===== src/rtl/wb_pkg.sv =====
// wb_pkg: shared widths and the buffered writeback entry type
package wb_pkg;
  localparam int REG_ADDR_W = 5;
  localparam int DATA_W = 32;
  localparam int REG_COUNT = 32;
  typedef struct packed {
    logic [REG_ADDR_W-1:0] address;
    logic [DATA_W-1:0]     data;
  } wb_entry_t;
endpackage


===== src/rtl/writeback_arbiter_if.sv =====
// writeback_arbiter_if: pipeline, LU, decode-query and register-file signals of the writeback stage
interface writeback_arbiter_if #(parameter int DEPTH = 4);
  import wb_pkg::*;
  logic                  pipe_write_enable;
  logic [REG_ADDR_W-1:0] pipe_write_address;
  logic [DATA_W-1:0]     pipe_write_data;
  logic                  pipe_stall;
  logic                  lu_issue;
  logic [REG_ADDR_W-1:0] lu_issue_address;
  logic                  lu_valid;
  logic [REG_ADDR_W-1:0] lu_address;
  logic [DATA_W-1:0]     lu_data;
  logic                  lu_ready;
  logic [REG_ADDR_W-1:0] query_address_a;
  logic [REG_ADDR_W-1:0] query_address_b;
  logic                  query_busy_a;
  logic                  query_busy_b;
  logic                  write_enable;
  logic [REG_ADDR_W-1:0] write_address;
  logic [DATA_W-1:0]     write_data;
  logic [$clog2(DEPTH):0] fifo_count;
  modport slave (
    input  pipe_write_enable, pipe_write_address, pipe_write_data,
    input  lu_issue, lu_issue_address, lu_valid, lu_address, lu_data,
    input  query_address_a, query_address_b,
    output pipe_stall, lu_ready, query_busy_a, query_busy_b,
    output write_enable, write_address, write_data, fifo_count
  );
  modport master (
    output pipe_write_enable, pipe_write_address, pipe_write_data,
    output lu_issue, lu_issue_address, lu_valid, lu_address, lu_data,
    output query_address_a, query_address_b,
    input  pipe_stall, lu_ready, query_busy_a, query_busy_b,
    input  write_enable, write_address, write_data, fifo_count
  );
endinterface


===== src/rtl/writeback_fifo.sv =====
// writeback_fifo: DEPTH-entry circular buffer holding LU results until the write port is free
module writeback_fifo import wb_pkg::*; #(
  parameter int DEPTH = 4
) (
  input  logic                   clock,
  input  logic                   reset,
  input  logic                   push,
  input  logic                   pop,
  input  wb_entry_t              push_entry,
  output wb_entry_t              head,
  output logic [$clog2(DEPTH):0] count,
  output logic                   full,
  output logic                   empty
);
  localparam int AW = $clog2(DEPTH);
  wb_entry_t mem [DEPTH];
  logic [AW-1:0] rd_ptr, wr_ptr;
  assign head  = mem[rd_ptr];
  assign full  = count == (AW+1)'(DEPTH);
  assign empty = count == '0;
  always_ff @(posedge clock or posedge reset)
    if (reset) begin
      rd_ptr <= '0;
      wr_ptr <= '0;
      count  <= '0;
    end else begin
      wr_ptr <= wr_ptr + AW'(push);
      rd_ptr <= rd_ptr + AW'(pop);
      count  <= count + (AW+1)'(push) - (AW+1)'(pop);
    end
  always_ff @(posedge clock)
    if (push) mem[wr_ptr] <= push_entry;
endmodule


===== src/rtl/writeback_arbiter.sv =====
// writeback_arbiter: merges pipeline and long-latency results onto the register-file write port
// Optional LU_BYPASS_EN: an LU result skips an empty FIFO when the pipe is idle
module writeback_arbiter import wb_pkg::*; #(
  parameter int DEPTH = 4,
  parameter int STARVE_LIMIT = 8
) (
  input logic               clock,
  input logic               reset,
  writeback_arbiter_if.slave bus
);
  localparam int SW = $clog2(STARVE_LIMIT + 1);
  wb_entry_t head, lu_entry;
  logic full, empty, push, pop, bypass, pipe_hit;
  logic [REG_COUNT-1:0] pending, clr_mask, set_mask;
  logic [SW-1:0] starve, starve_next;
  assign lu_entry = '{address: bus.lu_address, data: bus.lu_data};
  writeback_fifo #(.DEPTH(DEPTH)) u_fifo (
    .clock(clock), .reset(reset), .push(push), .pop(pop), .push_entry(lu_entry),
    .head(head), .count(bus.fifo_count), .full(full), .empty(empty)
  );
`ifdef LU_BYPASS_EN
  assign bypass = empty && !bus.pipe_write_enable && bus.lu_valid && bus.lu_address != '0;
`else
  assign bypass = 1'b0;
`endif
  assign bus.lu_ready = !full;
  // a presented pipe write always owns the port, even one to r0
  assign pop      = !bus.pipe_write_enable && !empty;
  assign push     = bus.lu_valid && !full && bus.lu_address != '0 && !bypass;
  assign pipe_hit = bus.pipe_write_enable && bus.pipe_write_address != '0;
  assign clr_mask = pop ? REG_COUNT'(1) << head.address : bypass ? REG_COUNT'(1) << bus.lu_address : '0;
  assign set_mask = (bus.lu_issue && bus.lu_issue_address != '0) ? REG_COUNT'(1) << bus.lu_issue_address : '0;
  assign bus.query_busy_a = pending[bus.query_address_a];
  assign bus.query_busy_b = pending[bus.query_address_b];
  assign starve_next = (pop || empty) ? '0 : starve == SW'(STARVE_LIMIT) ? starve : starve + 1'b1;
  always_ff @(posedge clock or posedge reset)
    if (reset) begin
      bus.write_enable  <= 1'b0;
      bus.write_address <= '0;
      bus.write_data    <= '0;
      bus.pipe_stall    <= 1'b0;
      pending           <= '0;
      starve            <= '0;
    end else begin
      bus.write_enable  <= pipe_hit || pop || bypass;
      bus.write_address <= pipe_hit ? bus.pipe_write_address : pop ? head.address : bypass ? bus.lu_address : bus.write_address;
      bus.write_data    <= pipe_hit ? bus.pipe_write_data : pop ? head.data : bypass ? bus.lu_data : bus.write_data;
      pending           <= (pending & ~clr_mask) | set_mask;
      starve            <= starve_next;
      bus.pipe_stall    <= starve_next == SW'(STARVE_LIMIT);
    end
endmodule


===== src/flat_wrapper.sv =====
// flat-port wrapper written by rule: the top's interface ports become plain ports
module writeback_arbiter_flat import wb_pkg::*;
#(
  parameter int DEPTH = 4,
  parameter int STARVE_LIMIT = 8
)
  (clock, reset, bus_pipe_write_enable, bus_pipe_write_address, bus_pipe_write_data, bus_lu_issue, bus_lu_issue_address, bus_lu_valid, bus_lu_address, bus_lu_data, bus_query_address_a, bus_query_address_b, bus_pipe_stall, bus_lu_ready, bus_query_busy_a, bus_query_busy_b, bus_write_enable, bus_write_address, bus_write_data, bus_fifo_count);
  writeback_arbiter_if #(.DEPTH(DEPTH)) bus_i ();
  input logic clock;
  input logic reset;
  input wire logic [$bits(bus_i.pipe_write_enable)-1:0] bus_pipe_write_enable;
  input wire logic [$bits(bus_i.pipe_write_address)-1:0] bus_pipe_write_address;
  input wire logic [$bits(bus_i.pipe_write_data)-1:0] bus_pipe_write_data;
  input wire logic [$bits(bus_i.lu_issue)-1:0] bus_lu_issue;
  input wire logic [$bits(bus_i.lu_issue_address)-1:0] bus_lu_issue_address;
  input wire logic [$bits(bus_i.lu_valid)-1:0] bus_lu_valid;
  input wire logic [$bits(bus_i.lu_address)-1:0] bus_lu_address;
  input wire logic [$bits(bus_i.lu_data)-1:0] bus_lu_data;
  input wire logic [$bits(bus_i.query_address_a)-1:0] bus_query_address_a;
  input wire logic [$bits(bus_i.query_address_b)-1:0] bus_query_address_b;
  output wire logic [$bits(bus_i.pipe_stall)-1:0] bus_pipe_stall;
  output wire logic [$bits(bus_i.lu_ready)-1:0] bus_lu_ready;
  output wire logic [$bits(bus_i.query_busy_a)-1:0] bus_query_busy_a;
  output wire logic [$bits(bus_i.query_busy_b)-1:0] bus_query_busy_b;
  output wire logic [$bits(bus_i.write_enable)-1:0] bus_write_enable;
  output wire logic [$bits(bus_i.write_address)-1:0] bus_write_address;
  output wire logic [$bits(bus_i.write_data)-1:0] bus_write_data;
  output wire logic [$bits(bus_i.fifo_count)-1:0] bus_fifo_count;
  assign bus_i.pipe_write_enable = bus_pipe_write_enable;
  assign bus_i.pipe_write_address = bus_pipe_write_address;
  assign bus_i.pipe_write_data = bus_pipe_write_data;
  assign bus_i.lu_issue = bus_lu_issue;
  assign bus_i.lu_issue_address = bus_lu_issue_address;
  assign bus_i.lu_valid = bus_lu_valid;
  assign bus_i.lu_address = bus_lu_address;
  assign bus_i.lu_data = bus_lu_data;
  assign bus_i.query_address_a = bus_query_address_a;
  assign bus_i.query_address_b = bus_query_address_b;
  assign bus_pipe_stall = bus_i.pipe_stall;
  assign bus_lu_ready = bus_i.lu_ready;
  assign bus_query_busy_a = bus_i.query_busy_a;
  assign bus_query_busy_b = bus_i.query_busy_b;
  assign bus_write_enable = bus_i.write_enable;
  assign bus_write_address = bus_i.write_address;
  assign bus_write_data = bus_i.write_data;
  assign bus_fifo_count = bus_i.fifo_count;
  writeback_arbiter #(.DEPTH(DEPTH), .STARVE_LIMIT(STARVE_LIMIT)) u_core (.clock(clock), .reset(reset), .bus(bus_i));
endmodule

===== config.mk =====
export PLATFORM = sky130hd
export DESIGN_NAME = writeback_arbiter_flat
export DESIGN_NICKNAME = d
export VERILOG_FILES = /design/src/rtl/wb_pkg.sv /design/src/rtl/writeback_arbiter_if.sv /design/src/rtl/writeback_fifo.sv /design/src/rtl/writeback_arbiter.sv /design/src/flat_wrapper.sv
export SDC_FILE = /design/constraint.sdc
export NUM_CORES = 1
export LEC_CHECK = 0
export CORE_ASPECT_RATIO = 0.9
export CORE_UTILIZATION = 59
export CTS_CLUSTER_SIZE = 16
export DETAILED_ROUTE_END_ITERATION = 16
export HOLD_SLACK_MARGIN = 0.1
export PLACE_DENSITY = 0.95
export SYNTH_ARGS = -nofsm -noshare
export SYNTH_HDL_FRONTEND = slang
export SYNTH_SLANG_ARGS = --single-unit

===== constraint.sdc =====
create_clock -name clock -period 12.7 [get_ports clock]
set_clock_uncertainty 0.05 [all_clocks]
set_input_delay 1.27 -clock clock [delete_from_list [all_inputs] [get_ports clock]]
set_output_delay 1.27 -clock clock [all_outputs]
set_load 0.02 [all_outputs]

# [Word level (Yosys, flattened, before mapping)]
# Memory sizes are Yosys's and may differ from the RTL's.
# Index checks and enable logic that the tools add are counted.
[op_classes] muxes=14 add_sub_neg=5 eq_ne=3 shift=2 magnitude_cmp=2 reduce_logical=15 bitwise=3
[op_table] op="two-way mux 32 bit" count=4
[op_table] op="left shift 1 x 5 -> 32 bit, first input constant" count=2
[op_table] op="bitwise AND 32 bit" count=1
[op_table] op="inverter 32 bit" count=1
[op_table] op="bitwise OR 32 bit" count=1
[op_table] op="nonzero test 5 bit" count=3
[op_table] op="< comparator 5 x 6 -> 1 bit, second input constant" count=2
[op_table] op="binary-select mux 1 bit (select 5 bit)" count=2
[op_table] op="two-way mux 5 bit" count=2
[op_table] op="== test 4 bit, second input constant" count=2
[op_table] op="two-way mux 4 bit" count=2
[op_table] op="logical AND 1 bit" count=5
[op_table] op="adder 2 x 1 -> 2 bit" count=2
[op_table] op="adder 4 x 1 -> 4 bit, second input constant" count=1
[op_table] op="two-way mux 1 bit" count=4
[op_table] op="adder 3 x 1 -> 3 bit" count=1
[op_table] op="== test 3 bit, second input constant" count=1
[op_table] op="logical NOT 1 bit" count=3
[op_table] op="logical NOT 3 bit" count=1
[op_table] op="subtractor 3 x 1 -> 3 bit" count=1
[op_table] op="logical OR 1 bit" count=2
[op_table] op="nonzero test 2 bit" count=1
[word_totals] ramBits=148 input_bits=94 register_bits=82 n_memories=1
[mem_list] memory="u_core.u_fifo.mem" depth=4 word_bits=37 read_ports=1 rd_ports_with_merged_regs=0 wr=1 line_no="writeback_fifo.sv:16" source="wb_entry_t mem [DEPTH];"

# [Depth between registers and ports, before layout]
# Gate-level depths: netlist of run 1.
[depth] ltp_word=7 depth_mapped=10

# [Cells and area by module]
# From an unflattened synthesis of run 1, not the netlist that was laid out.
[hier_totals] hier_cells=638 hier_area_um2=9655.5
[modules_own_cells] module="writeback_fifo" cells_per_inst=219 area_each_um2=5743.0 instances=1 seq_area_each_um2=4619.4
[modules_own_cells] module="writeback_arbiter" cells_per_inst=419 area_each_um2=3912.5 instances=1 seq_area_each_um2=1876.8

# [Worst setup path before layout of run 1]
# No wires, ideal clock.
[synth_path] path_kind="input port to flip-flop" start="input bus_lu_address[3]" end="memory u_core.u_fifo.mem[1][0] (netlist name) (enable)" setup_ps=485 n_path_buf=0 arrival_time_ps=4311 path_slack_ps=7854 path_stages=3 required_ps=12165 path_cell_list="or4_1 o211ai_1 nor3b_1"
[synth_between] elab_chain_len=4
[synth_lines] item="from (decl)" line_no="flat_wrapper.sv:17" source="input wire logic [$bits(bus_i.lu_address)-1:0] bus_lu_address;"
[synth_lines] item="nonzero test 5 bit" line_no="writeback_arbiter.sv:29" source="assign push = bus.lu_valid && !full && bus.lu_address != '0 && !bypass;"
[synth_lines] item="logical AND 1 bit" line_no="writeback_arbiter.sv:29"
[synth_lines] item="two-way mux 1 bit" line_no="writeback_fifo.sv:32" source="if (push) mem[wr_ptr] <= push_entry;"
[synth_lines] item="two-way mux 1 bit (implied by the code)" line_no="writeback_fifo.sv:32"
[synth_lines] item="to (decl)" line_no="writeback_fifo.sv:16"
# No other way between the ends.

# [Worst setup path after layout of run 1]
[layout_path] start="input bus_query_address_a[1]" end="output bus_query_busy_a"
[layout_between] elab_chain_len=2
[layout_lines] item="from (decl)" line_no="flat_wrapper.sv:19" source="input wire logic [$bits(bus_i.query_address_a)-1:0] bus_query_address_a;"
[layout_lines] item="binary-select mux 1 bit (select 5 bit)" line_no="writeback_arbiter.sv:33" source="assign bus.query_busy_a = pending[bus.query_address_a];"
[layout_lines] item="two-way mux 1 bit (implied by the code)" line_no="writeback_arbiter.sv:33"
[layout_lines] item="to (decl)" line_no="flat_wrapper.sv:23" source="output wire logic [$bits(bus_i.query_busy_a)-1:0] bus_query_busy_a;"
# No other way between the ends. The select of a mux whose other input is x is not followed.

==> flow_metrics.tcl, run 1 <==
set metrics [dict create \
    finalHoldViolations 0 \
    cp_num_buf_inv 2 \
    coreArea_um2 15700 \
    syn_avg_cell_area_um2 14.9 \
    relSlewSlack_pct 26.8 \
    crit_fanout 8 \
    crit_family "buffers and inverters" \
    fill_cells 866 \
    synth_top_area_cell "edfxtp_1" \
    cp_cell_sequence "clkdlybuf4s50_1 > mux4_2 > nor2b_1 > a2111oi_0 > nor4_1 > clkdlybuf4s50_1" \
    hold_buffers 0 \
    power.leakage_nw 4.32 \
    antenna_left 0 \
    routed-wl-met3_um 2270 \
    cts_setup_buffers 0 \
    clock.fmax_ghz 0.195 \
    ys_types 45 \
    synth_area_leaders "edfxtp_1 46%, dfrtp_1 21%, mux4_2 12%" \
    grt_pass1_wl_um 36800 \
    critPathSlowestCell "clkdlybuf4s50_1" \
    crit_type "in2out" \
    period_needed_ps 5140 \
    cap_violations 0 \
    ys_warn_count 0 \
    initial_core_util_pct 61.5 \
    grt_setup_unrepaired "false" \
    path_clk_slew_ps 60 \
    drv_slew 0 \
    clk_path_buf_depth 3 \
    outcome "complete, no violations" \
    num_vias 6450 \
    rows 43 \
    max-vdd-ir-drop_uv 163 \
    wl_met2_um 11900 \
    cts_sinks 230 \
    cp_common_cell "clkdlybuf4s50_1" \
    post-synth-top-area-fraction_pct 46.1 \
    slowest_delay_ps 790 \
    clk_latency_ps 510 \
    grt_overflow 0 \
    final_nets 879 \
    async_reset_ff_share_pct 35.7 \
    seq_area_frac_synth_pct 67.4 \
    drive_above_1_share_pct 13.5 \
    layout_common_cells "148 x edfxtp_1, 138 x clkdlybuf4s50_1, 126 x nand2_1" \
    grt_max_degree 83 \
    ys.flop_type "edfxtp_1" \
    syn-num-nets 747 \
    multi_input_area_um2 2970 \
    instances_no_fill 996 \
    startpoint_type "input port" \
    worstMarginPinSlew_ps 1100 \
    gp_congestion 0.901 \
    place_ws_ps 7520 \
    antenna_found_initial 0 \
    synth_edf_count 148 \
    fin_crit_sh_pct 40.4 \
    register_area_um2 6500 \
    wl_per_cell_um 24.3 \
    n_antenna_cell 0 \
    grt_pass1_vias 6661 \
    drt-met1-wl_um 8830 \
    io_buffers 138 \
    final_common_cell "edfxtp_1" \
    drtIter0Drc 777 \
    routed_wl_um 24200 \
    route.detailed.drc 0 \
    die_h_um 123 \
    finalSetupTns_ps 0 \
    tritoncts "yes" \
    top_level_ports 139 \
    htree_levels 1 \
    gr-usage-all-layers_pct 30.0 \
    die_area_um2 16800 \
    final_util_pct 75.9 \
    setup_slack_ps 7560 \
    root_buffer "clkbuf_16" \
    ys_ff_latch 230 \
    dr.pass1.iters 5 \
    synthCells 646 \
    dr.max_layer_used "met4" \
    setup_viol 0 \
    area_growth_syn_to_layout_pct 23.4 \
    chipWidth_um 137 \
    hpwl_um 15000 \
    avgViaCountPerCell 6.48 \
    critPathRequiredTime_ps 11380 \
    cts_resized 0 \
    syn_area_um2 9630 \
    min-delay-path-class "reg2reg" \
    cp-end-kind "output port" \
    crit_arrival_ps 3820 \
    place_inst 956 \
    cts_buffers 22 \
    powerDensity_nw_per_um2 218 \
]
[state kept, by name (all words and copies together) (netlist names)]
| register | cells |
|---|---|
| u_core.bus.write_data | 32 |
| u_core.bus.write_enable | 1 |
| u_core.starve | 4 |
| u_core.u_fifo.rd_ptr | 2 |
| u_core.u_fifo.mem | 148 |
| u_core.bus.pipe_stall | 1 |
| u_core.bus.write_address | 5 |
| u_core.u_fifo.wr_ptr | 2 |
| u_core.u_fifo.count | 3 |
| u_core.pending | 32 |
[metrics by stage]
step,hold slack (ps),instance area [µm²],total power [mW]
CTS,491,11900,2.59
finish,490,11900,2.59
detailed placement,475,11200,1.94
global placement,454,11200,1.89
floorplan,424,9630,1.64
global route,509,11900,2.69
[worst reg2reg max path: stages (launching register included)]
cell and delay (ps):
dfrtp_1 450, or3_1 460, nand2b_2 660, clkinv_1 240, ha_1 330, inv_1 40, ha_1 190, fa_1 400
xor2_1 180, xnor2_1 140
[per-layer routing]
metal | GRT usage [%] | vias to the layer above
li1 | - | 2732
met1 | 37.8 | 3218
met2 | 49.4 | 424
met3 | 6.52 | 76
met4 | 15.6 | 0
met5 | 0 | -
[final timing paths]
| kind | cells after the start | slack (ps) | endpoint | startpoint |
|---|---|---|---|---|
| worst max-delay path | 6 | 7560 | bus_query_busy_a | bus_query_address_a[1] |
| worst min-delay path | 2 | 490 | u_core.bus.write_data[4] | u_core.bus.write_data[4] |
| worst max register to register | 9 | 9450 | u_core.u_fifo.count[2] | u_core.u_fifo.count[2] |
| worst min register to register | 2 | 490 | u_core.bus.write_data[4] | u_core.bus.write_data[4] |
| max in group asynchronous | 3 | 10450 | u_core.u_fifo.rd_ptr[1] | reset |
| min in group asynchronous | 3 | 1390 | u_core.starve[0] | reset |
[report_power, final]
part | switching (mW) | internal [mW]
Combinational | 0.431 | 0.367
Clock | 0.271 | 0.368
Sequential | 0.148 | 1.00
Total | 0.851 | 1.74
[area by class of cell]
| type | instances | area share [%] |
|---|---|---|
| Tap cell | 202 | 2.13 |
| Timing Repair Buffer | 145 | 12.1 |
| Multi-Input combinational cell | 369 | 25.0 |
| Sequential cell | 230 | 54.7 |
| Clock buffer | 32 | 5.03 |
| Inverter | 10 | 0.326 |
| Clock inverter | 8 | 0.810 |
[cells by family (layout without fill, tap and decap cells)]
group | count (synthesis) | in the layout | share of synthesized area, %
buf+inv | 47 | 195 | 2.03
compound gates | 83 | 83 | 6.18
xor+xnor | 6 | 6 | 0.546
fa+ha+maj | 7 | 7 | 0.987
flops | 230 | 230 | 67.4
mux | 60 | 60 | 13.2
simple gates | 213 | 213 | 9.63
[Yosys cell counts (all sizes together) (2+ instances only)]
cell / count
a2111oi: 2
a31oi: 33
and3: 5
buf: 11
clkbuf: 26
dfrtp: 82
edfxtp: 148
ha: 6
inv: 9
mux2: 5
mux2i: 2
mux4: 53
nand2: 126
nand2b: 6
nand3: 3
nand3b: 4
nor2: 43
nor2b: 4
nor3: 4
nor3b: 6
nor4: 2
o211ai: 2
o21ai: 9
o31ai: 28
o41ai: 5
or3: 2
or4: 3
xnor2: 2
xor2: 4
(Power assumes the default switching activity.)
==> run 2, diff against run 1 <==
CORE_UTILIZATION = 54   (was 59)
PLACE_DENSITY = 0.88   (was 0.95)
clock period = 5.1 ns   (was 12.7 ns; I/O delays follow)
==> run 2 against run 1 <==
Clock power grew to 2.7 times the previous value. Combinational power grew 150%. Critical endpoint unchanged. Wire length shrank 4.9%.
==> flow_metrics.tcl, run 2 (synthesized netlist as in run 1, its figures left out) <==
set metrics [dict create \
    outcome "complete, no violations" \
    reg_top3 "u_core.u_fifo.mem (148), u_core.bus.write_data (32), u_core.pending (32)" \
    routed_wl_um 23000 \
    period_needed_ps 3650 \
    antenna_found_initial 2 \
    num_vias 6324 \
    grt_overflow 0 \
    powerDensity_nw_per_um2 542 \
    cts_buffers 23 \
    clk_path_buf_depth 3 \
    crit_arrival_ps 3090 \
    die_h_um 129 \
    internal_power_mw 4.42 \
    gp_congestion 0.973 \
    grt_pass1_wl_um 36000 \
    postLayoutCellArea_um2 12000 \
    path_clk_slew_ps 60 \
    drv_slew 0 \
    critPathSlowestCell "clkdlybuf4s50_1" \
    cts_setup_buffers 0 \
    rrSetupSlack_ps 2310 \
    layout_common_cells "148 x edfxtp_1, 138 x clkdlybuf4s50_1, 126 x nand2_1" \
    worstMarginPinSlew_ps 1020 \
    clk_latency_ps 500 \
    initial_core_util_pct 56.1 \
    fin_crit_sh_pct 71.6 \
    cp_num_buf_inv 2 \
    coreArea_um2 17200 \
    r2r-end "u_core.pending[21]" \
    crit_fanout 8 \
    clock.fmax_ghz 0.274 \
    final_nets 884 \
    grt_max_degree 72 \
    min-delay-path-class "in2async" \
    relSlewSlack_pct 32.0 \
    finalSetupTns_ps 0 \
    reg2reg_from "u_core.u_fifo.rd_ptr[1]" \
    hold_buffers 0 \
    setup_slack_ps 1450 \
    tritoncts "yes" \
    root_buffer "clkbuf_16" \
    crit_family "buffers and inverters" \
    antenna_left 0 \
    chipWidth_um 143 \
    avgViaCountPerCell 6.10 \
    slowest_delay_ps 790 \
    clock_power_share_pct 26.0 \
    area_growth_syn_to_layout_pct 25.0 \
    cts_sinks 230 \
    die_area_um2 18400 \
    gr-usage-all-layers_pct 26.2 \
    startpoint_type "input port" \
    drive_above_1_share_pct 15.1 \
    cap_violations 0 \
    place_ws_ps 1430 \
    wl_per_cell_um 22.2 \
    cp_cell_sequence "clkdlybuf4s50_1 > mux4_2 > nor2b_1 > a2111oi_0 > nor4_1 > clkdlybuf4s50_1" \
    grt_pass1_vias 6633 \
    cts_resized 0 \
    max-vdd-ir-drop_uv 418 \
    top_register "u_core.u_fifo.mem" \
    final_common_cell "edfxtp_1" \
    crit_type "in2out" \
    seqPwrFrac_pct 43.6 \
    hpwl_um 14900 \
    cp_common_cell "clkdlybuf4s50_1" \
    critPathRequiredTime_ps 4540 \
    swShare_pct 32.2 \
    largest_reg_flops 148 \
    drtIter0Drc 537 \
    power.leakage_nw 4.38 \
    route.detailed.drc 0 \
    finalHoldViolations 0 \
    dr.pass1.iters 5 \
    io_buffers 138 \
    top_level_ports 139 \
    comb_power_share_pct 30.4 \
    cp-end-kind "output port" \
    grt_setup_unrepaired "false" \
    setup_viol 0 \
    rows 45 \
    htree_levels 1 \
    p_switching_mw 2.10 \
    rr_worst_depth 4 \
    placed_area_um2 11300 \
]
-- run 2: cell type report --
| cell class | instances | area, µm² |
|---|---|---|
| Tap cell | 235 | 294 |
| Sequential cell | 230 | 6500 |
| Antenna cell | 2 | 5.00 |
| Inverter | 10 | 38.8 |
| Clock inverter | 10 | 114 |
| Timing Repair Buffer | 149 | 1460 |
| Clock buffer | 31 | 657 |
| Multi-Input combinational cell | 369 | 2970 |
| Fill cell | 1098 | 5130 |
-- run 2: per-stage QoR --
step | instances | utilization (%) | power, mW | hold slack, ps
2_1_floorplan | 646 | - | 4.09 | 424
3_5_place_dp | 993 | 65.6 | 4.83 | 468
5_1_grt | 1035 | 70.1 | 6.82 | 463
4_1_cts | 1034 | 70.1 | 6.55 | 442
3_3_place_gp | 993 | 65.6 | 4.71 | 467
6_report | 1036 | 70.1 | 6.52 | 410
-- run 2: how the worst max path moves through the flow --
| stage | startpoint | endpoint | slack, ps | depth (start not counted) |
|---|---|---|---|---|
| 2_1_floorplan | u_core.u_fifo.count[1] | u_core.u_fifo.mem[1][0] | 780 | 4 |
| 3_3_place_gp | bus_query_address_b[1] | bus_query_busy_b | 1500 | 6 |
| 3_5_place_dp | bus_query_address_a[1] | bus_query_busy_a | 1430 | 6 |
| 4_1_cts | bus_query_address_a[1] | bus_query_busy_a | 1420 | 6 |
| 5_1_grt | bus_query_address_b[1] | bus_query_busy_b | 1290 | 6 |
| 6_report | bus_query_address_a[1] | bus_query_busy_a | 1450 | 6 |
-- run 2: routing by layer --
layer	GRT usage, %	part of all wire (%)	up-vias
met3	5.84	9.6	56
li1	-	-	2740
met2	42.9	48	357
met5	0	0	-
met4	9.30	2.6	0
met1	35.1	40	3171
-- run 2: power by group through the flow --
| stage | combinational (mW) | clock, mW | sequential [mW] |
|---|---|---|---|
| 2_1_floorplan | 1.28 | 0 | 2.81 |
| 3_3_place_gp | 1.89 | 0 | 2.82 |
| 3_5_place_dp | 1.97 | 0 | 2.86 |
| 4_1_cts | 2.00 | 1.72 | 2.84 |
| 5_1_grt | 2.14 | 1.79 | 2.89 |
| 6_report | 1.98 | 1.70 | 2.84 |
==> run 3, diff against run 2 <==
clock period = 3.59 ns   (was 5.1 ns; I/O delays follow)
==> run 3 against run 2 <==
Via count is 0.52% higher. Power grew 44%. Sequential share of layout area shrank 0.35 points. Clock-buffer cell count down 1. Non-clock buffer count rose by 6. Global-route usage rose by 0.43 points. Sequential power rose by 39%. Die area is the same. Final cell count up 0.29%. Worst hold slack worse by 120 ps. Wire length up 1.2%. Critical endpoint unchanged. Highest routed layer unchanged.
==> flow_metrics.tcl, run 3 (synthesized netlist as in run 1, its figures left out) <==
set metrics [dict create \
    outcome "complete, no violations" \
    grt_setup_unrepaired "false" \
    setup_viol 0 \
    antenna_found_initial 0 \
    root_buffer "clkbuf_16" \
    reg_top3 "u_core.u_fifo.mem (148), u_core.bus.write_data (32), u_core.pending (32)" \
    hold_buffers 0 \
    coreArea_um2 17200 \
    area_growth_syn_to_layout_pct 25.8 \
    antenna_left 0 \
    n_antenna_cell 0 \
    register_area_um2 6500 \
    htree_levels 1 \
    clock.fmax_ghz 0.302 \
    routed_wl_um 23300 \
    die_area_um2 18400 \
    wl_per_cell_um 22.4 \
    rrSetupSlack_ps 1110 \
    endpoint "bus_query_busy_a" \
    gp_congestion 0.984 \
    place_inst 999 \
    num_vias 6357 \
    final_nets 889 \
    cts_sinks 230 \
    power.leakage_nw 4.43 \
    reg2reg_from "u_core.u_fifo.count[2]" \
    r2r-end "u_core.u_fifo.count[2]" \
    powerDensity_nw_per_um2 778 \
    drv_slew 0 \
    grt_max_degree 49 \
    path_clk_slew_ps 60 \
    io_buffers 138 \
    hpwl_um 14800 \
    largest_reg_flops 148 \
    clk_latency_ps 510 \
    top_register "u_core.u_fifo.mem" \
    rows 45 \
    crit_type "in2out" \
    final_common_cell "edfxtp_1" \
    gr-usage-all-layers_pct 26.6 \
    multi_input_area_um2 2970 \
    instances_no_fill 1039 \
    worstMarginPinSlew_ps 992 \
    dr.pass1.iters 5 \
    cts_resized 0 \
    fill_cells 1061 \
    seqPwrFrac_pct 42.0 \
    drtIter0Drc 549 \
    drive_above_1_share_pct 15.5 \
    swShare_pct 31.6 \
    critPathRequiredTime_ps 3180 \
    finalHoldViolations 0 \
    rr_worst_depth 9 \
    chipWidth_um 143 \
    grt_pass1_wl_um 36400 \
    period_needed_ps 3310 \
    finalSetupTns_ps 0 \
    grt_overflow 0 \
    startpoint_type "input port" \
    tritoncts "yes" \
    top_level_ports 139 \
    internal_power_mw 6.45 \
    initial_core_util_pct 56.1 \
    crit_arrival_ps 2900 \
    p_switching_mw 2.98 \
    clk_path_buf_depth 3 \
    grt_pass1_vias 6616 \
    die_h_um 129 \
    layout_common_cells "148 x edfxtp_1, 138 x clkdlybuf4s50_1, 126 x nand2_1" \
    cts_setup_buffers 0 \
    fin_crit_sh_pct 92.2 \
    cp-end-kind "output port" \
    comb_power_share_pct 30.9 \
    crit_start "bus_query_address_a[1]" \
    relSlewSlack_pct 33.8 \
    cts_buffers 22 \
    avgViaCountPerCell 6.12 \
    min-delay-path-class "in2async" \
    hold_slack_ps 289 \
    max-vdd-ir-drop_uv 468 \
    power.total_mw 9.42 \
    cap_violations 0 \
    route.detailed.drc 0 \
    crit_fanout 8 \
    clock_power_share_pct 27.1 \
]
==> run 3: cell types whose count changed in the layout (fill, tap and decap cells not counted) <==
cell        delta
buf_4          +6
bufinv_16      +3
clkbuf_16      -1
clkinv_1       +1
clkinv_2       +1
clkinvlp_4     -2
diode_2        -2
inv_4          -2
inv_6          -1
==> run 3: power by group through the flow <==
stage / combinational, mW / sequential, mW / clock, mW
after global placement: 2.78 / 3.92 / 0
after floorplan: 1.82 / 3.99 / 0
after detailed placement: 2.88 / 3.97 / 0
after global routing: 3.14 / 4.01 / 2.68
final: 2.91 / 3.96 / 2.55
after CTS: 2.92 / 3.94 / 2.58
==> run 3: how the worst min path moves through the flow <==
stage                                           start                     endpoint  slack [ps]  cells after the start
after floorplan               bus_lu_issue_address[4]            u_core.pending[1]         400                      1
after global routing                            reset        u_core.bus.pipe_stall         350                      2
final                                           reset        u_core.bus.pipe_stall         290                      2
after detailed placement           u_core.pending[24]           u_core.pending[24]         460                      2
after global placement    u_core.bus.write_address[1]  u_core.bus.write_address[1]         470                      2
after CTS                                       reset        u_core.bus.pipe_stall         310                      2
==> run 3: worst max-delay path: stages <==
cell and delay [ps]:
clkdlybuf4s50_1 820, mux4_2 560, nor2b_1 140, a2111oi_0 390, nor4_1 90, clkdlybuf4s50_1 540
==> run 3: final cells by class <==
cell class                      instances  area share [%]
Sequential cell                       230            53.6
Timing Repair Buffer                  155            12.5
Tap cell                              235            2.43
Inverter                               10           0.320
Multi-Input combinational cell        369            24.5
Clock inverter                         10            1.46
Clock buffer                           30            5.21
==> run 3: per-layer routing <==
layer / track usage, % / routed length [µm] / up-vias
li1: - / - / 2731
met1: 34.9 / 9230 / 3233
met2: 45.2 / 11600 / 341
met3: 5.84 / 2030 / 52
met4: 7.84 / 500 / 0
met5: 0 / 0 / -
==> run 3: per-stage QoR <==
stage	worst slack [ps]	util (%)	cell area (µm²)
after floorplan	-731	-	9630
after global placement	308	65.9	11300
after detailed placement	265	65.9	11300
after CTS	246	70.6	12100
after global routing	17.5	70.6	12100
final	280	70.6	12100
